[src/rtl/crc8_serial_ctrl.sv]
// Byte sequencer for a bit-serial CRC-8 (poly 0x2F): accepts framed bytes, feeds one bit per
// clock through crc_stage0, and presents the frame CRC on a valid/ready output.

module crc_stage0 (
  input  logic [7:0] in_crc_reg,
  input  logic       din,
  output logic [7:0] out_crc_next
);
  logic fb;

  always_comb begin
    fb           = in_crc_reg[7] ^ din;
    out_crc_next = {in_crc_reg[6:0], 1'b0} ^ (fb ? 8'h2F : 8'h00);
  end
endmodule

module crc8_serial_ctrl #(
  parameter logic [7:0] INIT      = 8'h00,
  parameter bit         MSB_FIRST = 1'b1
) (
  input  logic       clk,
  input  logic       rst,
  input  logic       clr,
  input  logic       s_valid,
  output logic       s_ready,
  input  logic [7:0] s_data,
  input  logic       s_sof,
  input  logic       s_eof,
  output logic       m_valid,
  input  logic       m_ready,
  output logic [7:0] m_crc,
  output logic       busy
);
  typedef enum logic [1:0] {IDLE, SHIFT, DONE} state_t;

  state_t     state_q, state_d;
  logic [7:0] crc_q, crc_d;
  logic [7:0] sh_q, sh_d;
  logic [2:0] cnt_q, cnt_d;
  logic       eof_l_q, eof_l_d;
  logic       in_frame_q, in_frame_d;
  logic       din;
  logic [7:0] crc_next;

  assign din = MSB_FIRST ? sh_q[7] : sh_q[0];

  crc_stage0 u_stage (
    .in_crc_reg  (crc_q),
    .din         (din),
    .out_crc_next(crc_next)
  );

  always_ff @(posedge clk or negedge rst) begin
    if (!rst) begin
      state_q    <= IDLE;
      crc_q      <= INIT;
      sh_q       <= 8'h00;
      cnt_q      <= 3'd0;
      eof_l_q    <= 1'b0;
      in_frame_q <= 1'b0;
    end else begin
      state_q    <= state_d;
      crc_q      <= crc_d;
      sh_q       <= sh_d;
      cnt_q      <= cnt_d;
      eof_l_q    <= eof_l_d;
      in_frame_q <= in_frame_d;
    end
  end

  always_comb begin
    state_d    = state_q;
    crc_d      = crc_q;
    sh_d       = sh_q;
    cnt_d      = cnt_q;
    eof_l_d    = eof_l_q;
    in_frame_d = in_frame_q;
    if (clr) begin
      state_d    = IDLE;
      crc_d      = INIT;
      in_frame_d = 1'b0;
      eof_l_d    = 1'b0;
      cnt_d      = 3'd0;
    end else begin
      case (state_q)
        IDLE: begin
          if (s_valid) begin
            sh_d    = s_data;
            eof_l_d = s_eof;
            cnt_d   = 3'd0;
            state_d = SHIFT;
            // SOF, or any byte arriving outside a frame, starts a fresh CRC
            if (s_sof || !in_frame_q) begin
              crc_d      = INIT;
              in_frame_d = 1'b1;
            end
          end
        end
        SHIFT: begin
          crc_d = crc_next;
          sh_d  = MSB_FIRST ? {sh_q[6:0], 1'b0} : {1'b0, sh_q[7:1]};
          cnt_d = cnt_q + 3'd1;
          if (cnt_q == 3'd7) state_d = eof_l_q ? DONE : IDLE;
        end
        DONE: begin
          if (m_ready) begin
            state_d    = IDLE;
            in_frame_d = 1'b0;
          end
        end
        default: state_d = IDLE;
      endcase
    end
  end

  assign s_ready = (state_q == IDLE) && !clr && rst;
  assign m_valid = (state_q == DONE);
  assign m_crc   = crc_q;
  assign busy    = in_frame_q;
endmodule

[config.mk]
export PLATFORM = sky130hd
export DESIGN_NAME = crc8_serial_ctrl
export DESIGN_NICKNAME = d
export VERILOG_FILES = /design/src/rtl/crc8_serial_ctrl.sv
export SDC_FILE = /design/constraint.sdc
export NUM_CORES = 1
export LEC_CHECK = 0
export CAP_MARGIN = 20
export CORE_MARGIN = 10
export CORE_UTILIZATION = 56
export CTS_BUF_LIST = sky130_fd_sc_hd__clkbuf_8
export DETAILED_ROUTE_END_ITERATION = 12
export GPL_ROUTABILITY_DRIVEN = 0
export MAX_ROUTING_LAYER = met4
export PLACE_DENSITY = 0.86
export SYNTH_ARGS = -nofsm -noshare
export SYNTH_HDL_FRONTEND = slang
export SYNTH_HIERARCHICAL = 1
export SYNTH_SLANG_ARGS = --single-unit
[constraint.sdc]
create_clock -name clk -period 3.05 [get_ports clk]
set_input_delay 0.4575 -clock clk [delete_from_list [all_inputs] [get_ports clk]]
set_output_delay 0.4575 -clock clk [all_outputs]
set_load 0.02 [all_outputs]
==> results of run 1 <==
==> cells by family after synthesis <==
kind of cell / count (synthesis)
compound gates: 25
flops: 23
mux: 17
simple gates: 15
buf+inv: 13
xor+xnor: 5
fa+ha+maj: 2
==> worst min-delay path by stage <==
stage                              from                   to  slack [ns]  depth (start not counted)
CTS                 sh_q[5]$_DFFE_PN0P_  sh_q[5]$_DFFE_PN0P_        0.52                          1
global placement    sh_q[3]$_DFFE_PN0P_  sh_q[3]$_DFFE_PN0P_        0.48                          1
detailed placement  sh_q[5]$_DFFE_PN0P_  sh_q[5]$_DFFE_PN0P_        0.50                          1
floorplan                           rst     busy$_DFFE_PN0P_        0.16                          0
global route        sh_q[1]$_DFFE_PN0P_  sh_q[1]$_DFFE_PN0P_        0.53                          1
finish              sh_q[1]$_DFFE_PN0P_  sh_q[1]$_DFFE_PN0P_        0.51                          1
==> cell type report <==
class | count | area, um2 | area share, %
clock buffer | 3 | 41.29 | 2.687
clock inverter | 1 | 5.005 | 0.3257
inverter | 2 | 7.507 | 0.4886
multi-input combinational | 64 | 606.8 | 39.50
sequential | 23 | 575.6 | 37.46
tap | 28 | 35.03 | 2.280
timing repair buffer | 27 | 265.3 | 17.26
==> cell usage in the layout (no fill, tap or decap), drive strengths merged, types with 3 or more instances in the layout <==
cell type / synthesis / routed
a22oi: 10 / 10
clkbuf: 1 / 3
clkdlybuf4s50: 0 / 25
dfrtp: 23 / 23
mux2: 15 / 15
nor2: 6 / 6
nor2b: 4 / 4
o2bb2ai: 8 / 8
xor3: 4 / 4
==> through the flow <==
stage	setup WS [ns]	hold WS (ns)	area, um2
floorplan	1.136	0.1619	1265
detailed placement	0.7110	0.4980	1490
CTS	0.6863	0.5171	1536
global route	0.6001	0.5323	1536
global placement	0.7200	0.4836	1490
finish	0.6907	0.5128	1536
==> state kept, by name, summed over array words and instances, names as in the netlist <==
register,cells
m_crc,8
sh_q,8
cnt_q,3
state_q,2
busy,1
eof_l_q,1
==> power by group <==
| part | total (mW) | internal [mW] | leakage, nW | switching (mW) |
|---|---|---|---|---|
| sequential | 0.372 | 0.341 | 0.299 | 0.0311 |
| combinational | 0.178 | 0.113 | 0.304 | 0.0646 |
| clock | 0.182 | 0.0910 | 0.0255 | 0.0915 |
==> cell usage after synthesis (3+ instances only) <==
library cell,instances
mux2_2,15
a22oi_1,10
xor3_1,4
nor2b_1,3
buf_4,4
dfrtp_1,23
nor2_1,6
o2bb2ai_1,8
buf_2,3
==> metal layers <==
metal	GRT usage (%)	up-vias
li1	-	404
met1	14.31	403
met2	19.48	17
met3	2.645	8
met4	5.641	0
met5	-	-
==> critical path: stages, from the launching register on <==
cell,delay (ns)
dfrtp_1,0.60
nor4b_1,0.38
clkdlybuf4s50_1,0.66
==> out/results.tsv, run 1 <==
stage	metric	value	unit
job	Max Cap Viol	0	
worst_setup_path	CP Data Required Time	2.59	ns
cells_and_area	layout cells sized above 1	20.00	%
sta	fmax	0.4238	GHz
synthesis	xor-xnor portion of the synthesized cell area	8.210	%
worst_setup_path	crit path kind	reg -> out	
sta	final hold viol count	0	
sta	Worst Tran Pin Value	0.5997	ns
cells_and_area	Finished Core Util	70.13	%
synthesis	YS warnings	6	
power_and_ir_drop	Power, Total	0.7321	mW
worst_setup_path	FF-to-FF End	sh_q[6]$_DFFE_PN0P_	
worst_setup_path	Worst setup startpoint	state_q[1]$_DFFE_PN0P_	
global_routing	first-pass GRT wire length	4.188	mm
power_and_ir_drop	Cell Pwr Density	476.5	nW/um2
routing	Met3 Routed Length	100	um
sta	Final period util	77.36	%
clocking	CTS buffer count	3	
synthesis	compound-cell area share of the yosys netlist	15.53	%
place	Post-Place Cells	144	
routing	Antenna Nets Post-Route	0	
synthesis	mux share of post-synthesis cell area	14.94	%
cells_and_area	fill count	153	
clocking	post-CTS sizing	0	
clocking	TritonCTS clock tree	done	
global_routing	antenna violations before repair	0	
synthesis	number of flops mapped to enable cells by yosys	0	
die	Cell Rows	17	
synthesis	Distinct cells, synth	27	
routing	top routing layer used	met4	
routing	Pre-Repair DR Iteration Count	4	
power_and_ir_drop	Leak Pwr	0.6286	nW
clocking	Sink Count	23	
routing	DRC violations left	0	
cells_and_area	Final Non-Filler Cells	148	
worst_setup_path	Worst R2R Path Depth	3	
synthesis	ys async rst share	100.0	%
synthesis	syn avg cell area	12.65	um2
worst_setup_path	crit path capture	s_ready	
synthesis	Synth Net Count	117	
clocking	post-CTS setup buffers	0	
sta	Setup TNS	0	ns
die	Placeable Area	2191	um2
routing	met1 WL	1.095	mm
routing	routed vias/inst	5.622	
synthesis	Synth Instances	100	
synthesis	#FFs+latches synth	23	
cells_and_area	area grow syn2layout	21.46	%
clocking	clk slew on worst S/H paths	0.08	ns
synthesis	Post-Synth Adder-Cell Area	1.978	%
clocking	# H-tree levels	1	
routing	via count	832	
die	Die H	67.53	um
die	die footprint	4560	um2
routing	wire per inst	16.80	um
worst_setup_path	R2R Path Start	state_q[1]$_DFFE_PN0P_	
worst_hold_path	HP Class	reg -> reg	
synthesis	cell taking the most area after synthesis	dfrtp_1	
clocking	clock latency on the worst-skew pair	0.26	ns
sta	max-slew violation total from the final report	0	
sta	RSZ-0062 raised after global routing	no	
worst_setup_path	reg2reg setup slack	1.16	ns
synthesis	Yosys top cell area share	45.50	%
global_routing	Total GRT Usage	12.20	%
worst_setup_path	crit path DAT	1.90	ns
routing	Post-Route WL	2.487	mm
sta	setup violators final	0	
global_routing	grt ovf	0	
power_and_ir_drop	Peak supply drop	392.7	uV
clocking	CTS Hold Bufs	0	
cells_and_area	Antenna Diode Count	0	
synthesis	Syn Std Cell Area	1265	um2
synthesis	top post-synthesis cells by area	dfrtp_1 (45%), mux2_2 (13%), xor3_1 (7.5%)	
synthesis	post-synthesis sequential area ratio	45.50	%
die	width of the die	67.53	um
place	DPL Wire Length	1.817	mm
sta	fin crit period	2.359	ns
synthesis	dominant synthesized flop cell	dfrtp_1	
global_routing	number of global-route vias before repair	843	
clocking	CTS max path bufs	2	
worst_setup_path	crit-path max FO	16	
outcome	result of the run	finished, final reports clean	
clocking	CTS Root Cell	clkbuf_8	
worst_setup_path	critical path endpoint category	output pin	
synthesis	Post-Synth Simple-Gate Area	7.319	%
cells_and_area	Final nets	138	
routing	Met2 Wirelength	1.229	mm
place	port bufs	25	
sta	max_slew headroom	59.95	%
global_routing	largest net degree at the start of global routing	24	
synthesis	largest family of logic cells by synthesized area	compound AO/OA/AOI/OAI gates	
die	I/O Pins	26	
sta	clock skew	0.003656	ns
worst_setup_path	startpoint types	flip-flop	
routing	1st-iter DRT viols	46	
die	Initial Utilization	57.74	%
Power figures use the tool's default switching activity.
==> run 2: changes to the inputs <==
CORE_UTILIZATION = 52   (was 56)
PLACE_DENSITY = 0.81   (was 0.86)
clock period = 2.45 ns   (was 3.05 ns; I/O delays follow)
==> out/results.tsv, run 2 (synthesis results as in run 1) <==
stage	metric	value	unit
clocking	CTS buffer count	3	
job	Max Cap Viol	0	
cells_and_area	Finished Core Util	68.48	%
clocking	CTS Hold Bufs	0	
sta	max_slew headroom	61.43	%
routing	1st-iter DRT viols	50	
sta	Final period util	92.10	%
global_routing	number of global-route vias before repair	913	
global_routing	largest net degree at the start of global routing	24	
die	Cell Rows	17	
sta	RSZ-0062 raised after global routing	no	
routing	Antenna Nets Post-Route	0	
sta	clock skew	0.001257	ns
cells_and_area	Antenna Diode Count	0	
sta	Worst Tran Pin Value	0.5775	ns
clocking	clk slew on worst S/H paths	0.08	ns
clocking	# H-tree levels	1	
clocking	TritonCTS clock tree	done	
place	port bufs	25	
routing	Post-Route WL	2.488	mm
cells_and_area	area grow syn2layout	22.06	%
clocking	post-CTS setup buffers	0	
die	Placeable Area	2255	um2
clocking	Sink Count	23	
worst_setup_path	crit path DAT	1.89	ns
worst_setup_path	startpoint types	flip-flop	
die	width of the die	69.32	um
power_and_ir_drop	Leak Pwr	0.6336	nW
sta	fin crit period	2.256	ns
die	die footprint	4805	um2
routing	via count	846	
routing	routed vias/inst	5.678	
global_routing	grt ovf	0	
clocking	clock latency on the worst-skew pair	0.26	ns
worst_setup_path	CP Data Required Time	2.08	ns
sta	fmax	0.4432	GHz
die	Initial Utilization	56.10	%
clocking	post-CTS sizing	0	
worst_setup_path	crit-path max FO	16	
cells_and_area	layout cells sized above 1	20.66	%
clocking	CTS Root Cell	clkbuf_8	
worst_setup_path	critical-path cell list	nor4b_1 -> clkdlybuf4s50_1	
sta	final hold viol count	0	
worst_setup_path	CP max stage delay	0.66	ns
global_routing	antenna violations before repair	0	
global_routing	Total GRT Usage	10.48	%
sta	max-slew violation total from the final report	0	
routing	wire per inst	16.70	um
routing	DRC violations left	0	
worst_setup_path	Crit-path slowest cell	clkdlybuf4s50_1	
outcome	result of the run	finished, final reports clean	
cells_and_area	Final nets	139	
power_and_ir_drop	Cell Pwr Density	593.6	nW/um2
die	I/O Pins	26	
sta	Setup TNS	0	ns
worst_setup_path	crit path kind	reg -> out	
power_and_ir_drop	Peak supply drop	460.8	uV
global_routing	first-pass GRT wire length	4.188	mm
cells_and_area	commonest non-fill, non-tap cell in the layout	clkdlybuf4s50_1	
worst_setup_path	critical path endpoint category	output pin	
clocking	CTS max path bufs	2	
cells_and_area	most frequent cells in the layout	clkdlybuf4s50_1 (25), dfrtp_1 (23), mux2_2 (15), a22oi_1 (10), o2bb2ai_1 (8)	
worst_hold_path	HP Class	in -> async	
sta	setup violators final	0	
place	DPL Wire Length	1.808	mm
die	Die H	69.32	um
routing	Pre-Repair DR Iteration Count	4	
## run 2: routing by layer
metal / global-route usage (%) / wire length, um
met1: 12.03 / 1149
met2: 17.14 / 1210
met3: 2.568 / 98
met4: 3.991 / 30
met5: - / 0
## run 2: worst paths after layout
check	slack, ns	start	end	depth (start not counted)
max	0.19	state_q[1]$_DFFE_PN0P_	s_ready	2
min	0.51	rst	sh_q[4]$_DFFE_PN0P_	2
max reg2reg	0.56	state_q[1]$_DFFE_PN0P_	sh_q[6]$_DFFE_PN0P_	3
min reg2reg	0.51	sh_q[0]$_DFFE_PN0P_	sh_q[0]$_DFFE_PN0P_	1
max in group asynchronous	1.72	rst	cnt_q[0]$_DFFE_PN0P_	2
min in group clk	0.51	sh_q[0]$_DFFE_PN0P_	sh_q[0]$_DFFE_PN0P_	1
## run 2: per-stage QoR
stage          power, mW  hold slack, ns  std cells  area (um2)  worst slack (ns)
2_1_floorplan     0.6272         0.07191        100        1265            0.6261
6_report          0.9165          0.5074        149        1544            0.1936
3_3_place_gp      0.6858          0.4853        145        1498            0.3101
3_5_place_dp      0.6942          0.4978        145        1498            0.3415
4_1_cts           0.9261          0.5172        149        1544            0.1937
5_1_grt           0.9647          0.5267        149        1544           0.09541
## run 2: report_power, final
group	leakage, nW	switching, mW	internal (mW)	total, mW
combinational	0.309	0.0818	0.143	0.224
clock	0.0255	0.117	0.113	0.231
sequential	0.299	0.0374	0.424	0.461
total	0.634	0.237	0.680	0.917
## run 2: area by class of cell
cell class	count	area, um2
fill	173	710.7
inverter	2	7.507
clock inverter	1	5.005
sequential	23	575.6
multi-input combinational	64	606.8
clock buffer	3	41.29
timing repair buffer	28	272.8
tap	28	35.03
## run 2: critical path: cells and delay by family (launching register included)
family                 cells  cell delay [ns]
buffers and inverters      1             0.66
DFF                        1             0.59
and+or+nand+nor            1             0.37
==> run 3: changes to the inputs <==
CTS_CLUSTER_DIAMETER = 100   (was unset)
==> results of run 3 <==
No change in the layout: final DEF, timing and power equal those of run 2.
